File: src/rtl/lb_uart_pkg.sv
// Shared UART definitions: state encoding and the framing constants shared by TX and RX.
// The PARITY state exists only when LB_UART_TX_PARITY_EN is defined.
package lb_uart_pkg;

  localparam int TICKS_PER_BIT  = 16;
  localparam int DEF_DATA_BITS  = 8;
  localparam int DEF_STOP_TICKS = 16;

  typedef enum logic [2:0] {
    ST_IDLE   = 3'd0,
    ST_START  = 3'd1,
    ST_DATA   = 3'd2,
    ST_STOP   = 3'd3
`ifdef LB_UART_TX_PARITY_EN
    ,
    ST_PARITY = 3'd4
`endif
  } tx_state_e;

endpackage

File: src/rtl/lb_uart_bit_timer.sv
// Oversample counter: counts TICKS_PER_BIT ticks per bit and flags the tick that ends a bit.
module lb_uart_bit_timer
  import lb_uart_pkg::*;
(
  input  logic clk,
  input  logic reset,
  input  logic clr_i,
  input  logic tick_i,
  output logic bit_end_o
);

  localparam logic [3:0] LAST_TICK = 4'(TICKS_PER_BIT - 1);

  logic [3:0] s_cnt_q;
  logic [3:0] s_cnt_d;

  always_comb begin
    s_cnt_d = s_cnt_q;
    if (clr_i) begin
      s_cnt_d = '0;
    end else if (tick_i) begin
      s_cnt_d = (s_cnt_q == LAST_TICK) ? 4'd0 : s_cnt_q + 4'd1;
    end
  end

  always_ff @(posedge clk) begin
    if (reset) begin
      s_cnt_q <= '0;
    end else begin
      s_cnt_q <= s_cnt_d;
    end
  end

  assign bit_end_o = tick_i && (s_cnt_q == LAST_TICK);

endmodule

File: src/rtl/lb_uart_tx_sequencer.sv
// UART transmit sequencer: start, DATA_BITS data bits LSB first, optional even parity
// (LB_UART_TX_PARITY_EN) and 1 or 2 stop bits, paced by an external 16x tick.
module lb_uart_tx_sequencer
  import lb_uart_pkg::*;
#(
  parameter int DATA_BITS  = DEF_DATA_BITS,
  parameter int STOP_TICKS = DEF_STOP_TICKS
) (
  input  logic                 clk,
  input  logic                 reset,
  input  logic                 tick_16x,
  input  logic                 tx_start,
  input  logic [DATA_BITS-1:0] tx_data,
  output logic                 baud_clr,
  output logic                 tx_busy,
  output logic                 tx_done,
  output logic                 tx
);

  localparam logic [2:0] LAST_BIT = 3'(DATA_BITS - 1);
  localparam logic       TWO_STOP = (STOP_TICKS == 2 * TICKS_PER_BIT);

  tx_state_e            state_q, state_d;
  logic [DATA_BITS-1:0] sh_q, sh_d;
  logic [2:0]           n_cnt_q, n_cnt_d;
  logic                 wrap_q, wrap_d;
`ifdef LB_UART_TX_PARITY_EN
  logic                 par_q, par_d;
`endif

  logic tx_q, tx_d;
  logic busy_q, busy_d;
  logic done_q, done_d;
  logic clr_q, clr_d;

  logic accept;
  logic tick_cnt;
  logic bit_end;

  assign accept = (state_q == ST_IDLE) && tx_start;
  // A tick seen while baud_clr is out belongs to the tick counter's old count.
  assign tick_cnt = tick_16x && (state_q != ST_IDLE) && !clr_q;

  lb_uart_bit_timer u_bit_timer (
    .clk      (clk),
    .reset    (reset),
    .clr_i    (accept),
    .tick_i   (tick_cnt),
    .bit_end_o(bit_end)
  );

  always_ff @(posedge clk) begin
    if (reset) begin
      state_q <= ST_IDLE;
      sh_q    <= '0;
      n_cnt_q <= '0;
      wrap_q  <= 1'b0;
`ifdef LB_UART_TX_PARITY_EN
      par_q   <= 1'b0;
`endif
      tx_q    <= 1'b1;
      busy_q  <= 1'b0;
      done_q  <= 1'b0;
      clr_q   <= 1'b0;
    end else begin
      state_q <= state_d;
      sh_q    <= sh_d;
      n_cnt_q <= n_cnt_d;
      wrap_q  <= wrap_d;
`ifdef LB_UART_TX_PARITY_EN
      par_q   <= par_d;
`endif
      tx_q    <= tx_d;
      busy_q  <= busy_d;
      done_q  <= done_d;
      clr_q   <= clr_d;
    end
  end

  always_comb begin
    state_d = state_q;
    sh_d    = sh_q;
    n_cnt_d = n_cnt_q;
    wrap_d  = wrap_q;
`ifdef LB_UART_TX_PARITY_EN
    par_d   = par_q;
`endif
    case (state_q)
      ST_IDLE: begin
        if (tx_start) begin
          state_d = ST_START;
          sh_d    = tx_data;
          n_cnt_d = '0;
          wrap_d  = 1'b0;
`ifdef LB_UART_TX_PARITY_EN
          par_d   = ^tx_data;
`endif
        end
      end
      ST_START: begin
        if (bit_end) state_d = ST_DATA;
      end
      ST_DATA: begin
        if (bit_end) begin
          sh_d    = sh_q >> 1;
          n_cnt_d = n_cnt_q + 3'd1;
          if (n_cnt_q == LAST_BIT) begin
`ifdef LB_UART_TX_PARITY_EN
            state_d = ST_PARITY;
`else
            state_d = ST_STOP;
`endif
          end
        end
      end
`ifdef LB_UART_TX_PARITY_EN
      ST_PARITY: begin
        if (bit_end) state_d = ST_STOP;
      end
`endif
      ST_STOP: begin
        // Two stop bits are one extra pass of the 16-tick counter.
        if (bit_end) begin
          if (TWO_STOP && !wrap_q) begin
            wrap_d = 1'b1;
          end else begin
            state_d = ST_IDLE;
          end
        end
      end
      default: state_d = ST_IDLE;
    endcase
  end

  always_comb begin
    busy_d = (state_d != ST_IDLE);
    done_d = (state_q == ST_STOP) && (state_d == ST_IDLE);
    clr_d  = accept;
    tx_d   = 1'b1;
    case (state_d)
      ST_START:  tx_d = 1'b0;
      ST_DATA:   tx_d = sh_d[0];
`ifdef LB_UART_TX_PARITY_EN
      ST_PARITY: tx_d = par_q;
`endif
      default:   tx_d = 1'b1;
    endcase
  end

  assign baud_clr = clr_q;
  assign tx_busy  = busy_q;
  assign tx_done  = done_q;
  assign tx       = tx_q;

endmodule

File: config.mk
export PLATFORM = sky130hd
export DESIGN_NAME = lb_uart_tx_sequencer
export DESIGN_NICKNAME = d
export VERILOG_FILES = /design/src/rtl/lb_uart_pkg.sv /design/src/rtl/lb_uart_bit_timer.sv /design/src/rtl/lb_uart_tx_sequencer.sv
export SDC_FILE = /design/constraint.sdc
export NUM_CORES = 1
export LEC_CHECK = 0
export CAP_MARGIN = 20
export CORE_ASPECT_RATIO = 1.4
export CORE_MARGIN = 4
export CORE_UTILIZATION = 27
export DETAILED_ROUTE_END_ITERATION = 12
export PLACE_DENSITY_LB_ADDON = 0.05
export RECOVER_POWER = 100
export SLEW_MARGIN = 10
export SYNTH_ARGS = -nofsm -noshare
export SYNTH_HDL_FRONTEND = slang
export SYNTH_SLANG_ARGS = --single-unit
File: constraint.sdc
create_clock -name clk -period 1.45 [get_ports clk]
set_input_delay 0.2175 -clock clk [delete_from_list [all_inputs] [get_ports clk]]
set_output_delay 0.2175 -clock clk [all_outputs]
set_load 0.02 [all_outputs]
==> flow_metrics.env <==
export IMPL_intPower_w=0.000904
export IMPL_synth_seq_area_share=0.429
export IMPL_violations="negative setup slack"
export IMPL_start_util=0.282
export IMPL_vdd_drop_max_mv=0.374
export IMPL_grt_pass1_wl_mm=4.20
export IMPL_multi_input_area_sq_um=653
export IMPL_grt_max_degree=17
export IMPL_regToRegEndpoint="tx_done"
export IMPL_reg2reg_setup_slack_ns=-0.12
export IMPL_drv_cap=0
export IMPL_cts_sinks=22
export IMPL_dp_cells=188
export IMPL_period_share=1.08
export IMPL_antenna_found_initial=0
export IMPL_io_buffers=15
export IMPL_n_fill_cell=385
export IMPL_io_pins=16
export IMPL_synthesis_area_sq_um=1030
export IMPL_holdPathStages=2
export IMPL_synth_edf_count=0
export IMPL_cts_hold_fix_buffers=0
export IMPL_layoutNonFillerInstCount=192
export IMPL_p_leak_nw=0.577
export IMPL_cts_tree="done"
export IMPL_cp_slowest_cell="dfxtp_2"
export IMPL_hold_start="sh_q[6]"
export IMPL_hold_class="reg2reg"
export IMPL_p_per_area_nw_per_um2=760
export IMPL_worst_slack_ns=-0.117
export IMPL_die_height_um=80.9
export IMPL_ys_ff_latch=22
export IMPL_timing_rr_start="n_cnt_q[0]"
export IMPL_required_ns=1.63
export IMPL_worstSetupPathType="reg2reg"
export IMPL_netlist_instances=114
export IMPL_clock_root_buffer="clkbuf_8"
export IMPL_fp_row_count=26
export IMPL_finalSetupViolations=2
export IMPL_grt_pass1_vias=917
export IMPL_cts_path_max_buffers=2
export IMPL_grt_total_usage=0.115
export IMPL_fin_area_sq_um=1560
export IMPL_pwr_share_comb=0.148
export IMPL_skew_ns=0.00428
export IMPL_arrival_ns=1.74
export IMPL_ant_nets=0
export IMPL_dpl_hpwl_mm=1.94
export IMPL_cp_max_fo=3
export IMPL_switching_share=0.235
export IMPL_crit_path_frequent_cell="ha_1"
export IMPL_yosys_warnings=0
export IMPL_syn_area_per_cell_sq_um=9.00
export IMPL_status="finished, violations left"
export IMPL_via_per_inst=4.99
export IMPL_clock_latency_ns=0.26
export IMPL_numCtsBuffers=3
export IMPL_wl_per_cell_um=13.8
export IMPL_seq_power_share=0.538
export IMPL_drc=0
export IMPL_clk_pin_slew_worst_paths_ns=0.08
export IMPL_yosys_cell_types_count=40
export IMPL_fin_hold_ws_ns=0.462
export IMPL_gp_congestion=0.679
export IMPL_dr_first_iter_drc_count=17
export IMPL_min_to="sh_q[6]"
export IMPL_hold_violations=0
export IMPL_die_area_sq_um=4860
export IMPL_vias=959
export IMPL_fin_setup_tns_ns=-0.224
export IMPL_rsz0062_at_grt="true"
export IMPL_die_w_um=60.1
export IMPL_max_stage_delay_ns=0.33
export IMPL_cp_cell_sequence="ha_1 > ha_1 > and3_1 > a41oi_2 > and2_4 > nor4b_4"
export IMPL_dpl_cell_area_sq_um=1410
export IMPL_cp_start_kind="register"
export IMPL_wirelength_mm=2.64
export IMPL_n_antenna_cell=0
export IMPL_dr_pass1_iters=4
export IMPL_htreeDepth=1
export IMPL_gr_total_overflow=0
export IMPL_syn_num_nets=129
export IMPL_postLayoutCoreUtil=0.427
export IMPL_cp_end_kind="register"
export IMPL_synth_top_flop_cell="dfxtp_1"
export IMPL_p_clk_frac=0.314
export IMPL_area_delta_synth_final_pct=51.7
export IMPL_rr_worst_depth=6
export IMPL_switchingPower_w=0.000278
export IMPL_fmax_ghz=0.638
export IMPL_slew_viol_final=0
export IMPL_core_sq_um=3640
export IMPL_drive_above_1_share=0.340
export IMPL_finalCriticalPeriod_ns=1.57
export IMPL_num_nets_final=167
export IMPL_synthArstFlopShare=0
export IMPL_seq_area_sq_um=454
-- worst max path at each step --
| stage | startpoint | to |
|---|---|---|
| 6_report | n_cnt_q[0] | tx_done |
| 2_1_floorplan | n_cnt_q[0] | tx_done |
| 3_5_place_dp | tick_16x | tx |
| 3_3_place_gp | tick_16x | tx |
| 5_1_grt | n_cnt_q[0] | tx_done |
| 4_1_cts | n_cnt_q[0] | tx_done |
-- state kept, by name, indices dropped and copies added, names as in the netlist --
| signal | cells |
|---|---|
| tx_done | 1 |
| tx | 1 |
| sh_q | 8 |
| state_q | 3 |
| baud_clr | 1 |
| tx_busy | 1 |
| u_bit_timer.s_cnt_q | 4 |
| n_cnt_q | 3 |
-- per-layer routing --
| metal | GRT usage | vias up | part of all wire | wire length, um |
|---|---|---|---|---|
| met1 | 0.142 | 442 | 0.43 | 1150 |
| met5 | 0 | - | 0 | 0 |
| met2 | 0.196 | 15 | 0.52 | 1390 |
| met3 | 0.0191 | 4 | 0.029 | 77 |
| met4 | 0.0399 | 0 | 0.013 | 34 |
| li1 | - | 498 | - | - |
-- power by group through the flow --
stage	clock network [W]	registers (W)	logic (W)
floorplan	0	0.000653	0.0000666
global placement	0	0.000650	0.000160
detailed placement	0	0.000650	0.000161
CTS	0.000395	0.000638	0.000167
global route	0.000423	0.000639	0.000189
finish	0.000371	0.000636	0.000175
-- critical path, delay by kind of cell, from the launching register on --
kind	cells	cell delay, ns
AND/OR/NAND/NOR	3	0.57
adder cells (fa/ha/maj)	2	0.37
flip-flops	1	0.33
AO/OA/AOI/OAI	1	0.22
-- synth_stat cells, drive strengths merged, types with 2 or more instances --
library cell / n / share of area
and2: 2 / 0.012
nor2: 4 / 0.015
a41oi: 4 / 0.034
nor3: 5 / 0.024
inv: 3 / 0.011
a22oi: 6 / 0.044
a21oi: 16 / 0.078
mux2i: 3 / 0.029
ha: 3 / 0.037
clkbuf: 2 / 0.0073
nand2: 12 / 0.044
buf: 4 / 0.021
or2: 2 / 0.012
nand3b: 3 / 0.022
nand2b: 2 / 0.012
nor4b: 2 / 0.023
dfxtp: 22 / 0.43
a211oi: 2 / 0.015
-- stage by stage --
step,setup WS [ns],total power (W)
6_report,-0.117,0.00118
5_1_grt,-0.196,0.00125
4_1_cts,-0.0712,0.00120
3_5_place_dp,-0.346,0.000812
3_3_place_gp,-0.314,0.000810
2_1_floorplan,-0.0191,0.000720
-- kinds of logic after synthesis --
| kind of cell | synth area share |
|---|---|
| DFF | 0.429 |
| AOI/OAI and AO/OA | 0.211 |
| adders and majority gates | 0.0366 |
| buffers and inverters | 0.0390 |
| and+or+nand+nor | 0.243 |
| muxes | 0.0293 |
| xor gates and xnor gates | 0.00854 |
| other | 0.00366 |
-- repair_timing --
item | CTS | global route
pin swaps | 2 | 3
endpoints found under the setup margin | 17 | 18
cloned | 0 | 0
hold endpoints to repair | 0 | 0
setup buffers | 1 | 1
resized for setup | 13 | 13
-- cells in the final DEF (no fill, tap or decap), types with 2 or more instances in the layout --
cell / netlist / final
dlygate4sd2_1: 0 / 2
ha_1: 3 / 2
a22oi_1: 6 / 3
a41oi_2: 0 / 2
dfxtp_4: 0 / 2
inv_1: 3 / 3
mux2i_1: 3 / 3
nor2_1: 4 / 4
dfxtp_1: 22 / 15
dfxtp_2: 0 / 5
a21oi_1: 16 / 16
nor3_1: 5 / 5
nand2b_1: 2 / 2
a41oi_1: 4 / 2
nand3b_1: 3 / 3
clkbuf_8: 0 / 3
a22oi_2: 0 / 3
nor4b_4: 0 / 2
and2_4: 0 / 2
buf_4: 1 / 22
clkdlybuf4s50_1: 0 / 13
nand2_1: 12 / 12
-- area by class of cell --
cell class | count | share of cell area
clock buffer | 3 | 0.0265
inverter | 3 | 0.00723
multi-input combinational | 83 | 0.420
sequential | 22 | 0.292
tap | 42 | 0.0338
timing repair buffer | 39 | 0.221
Power figures use the tool's default switching activity.
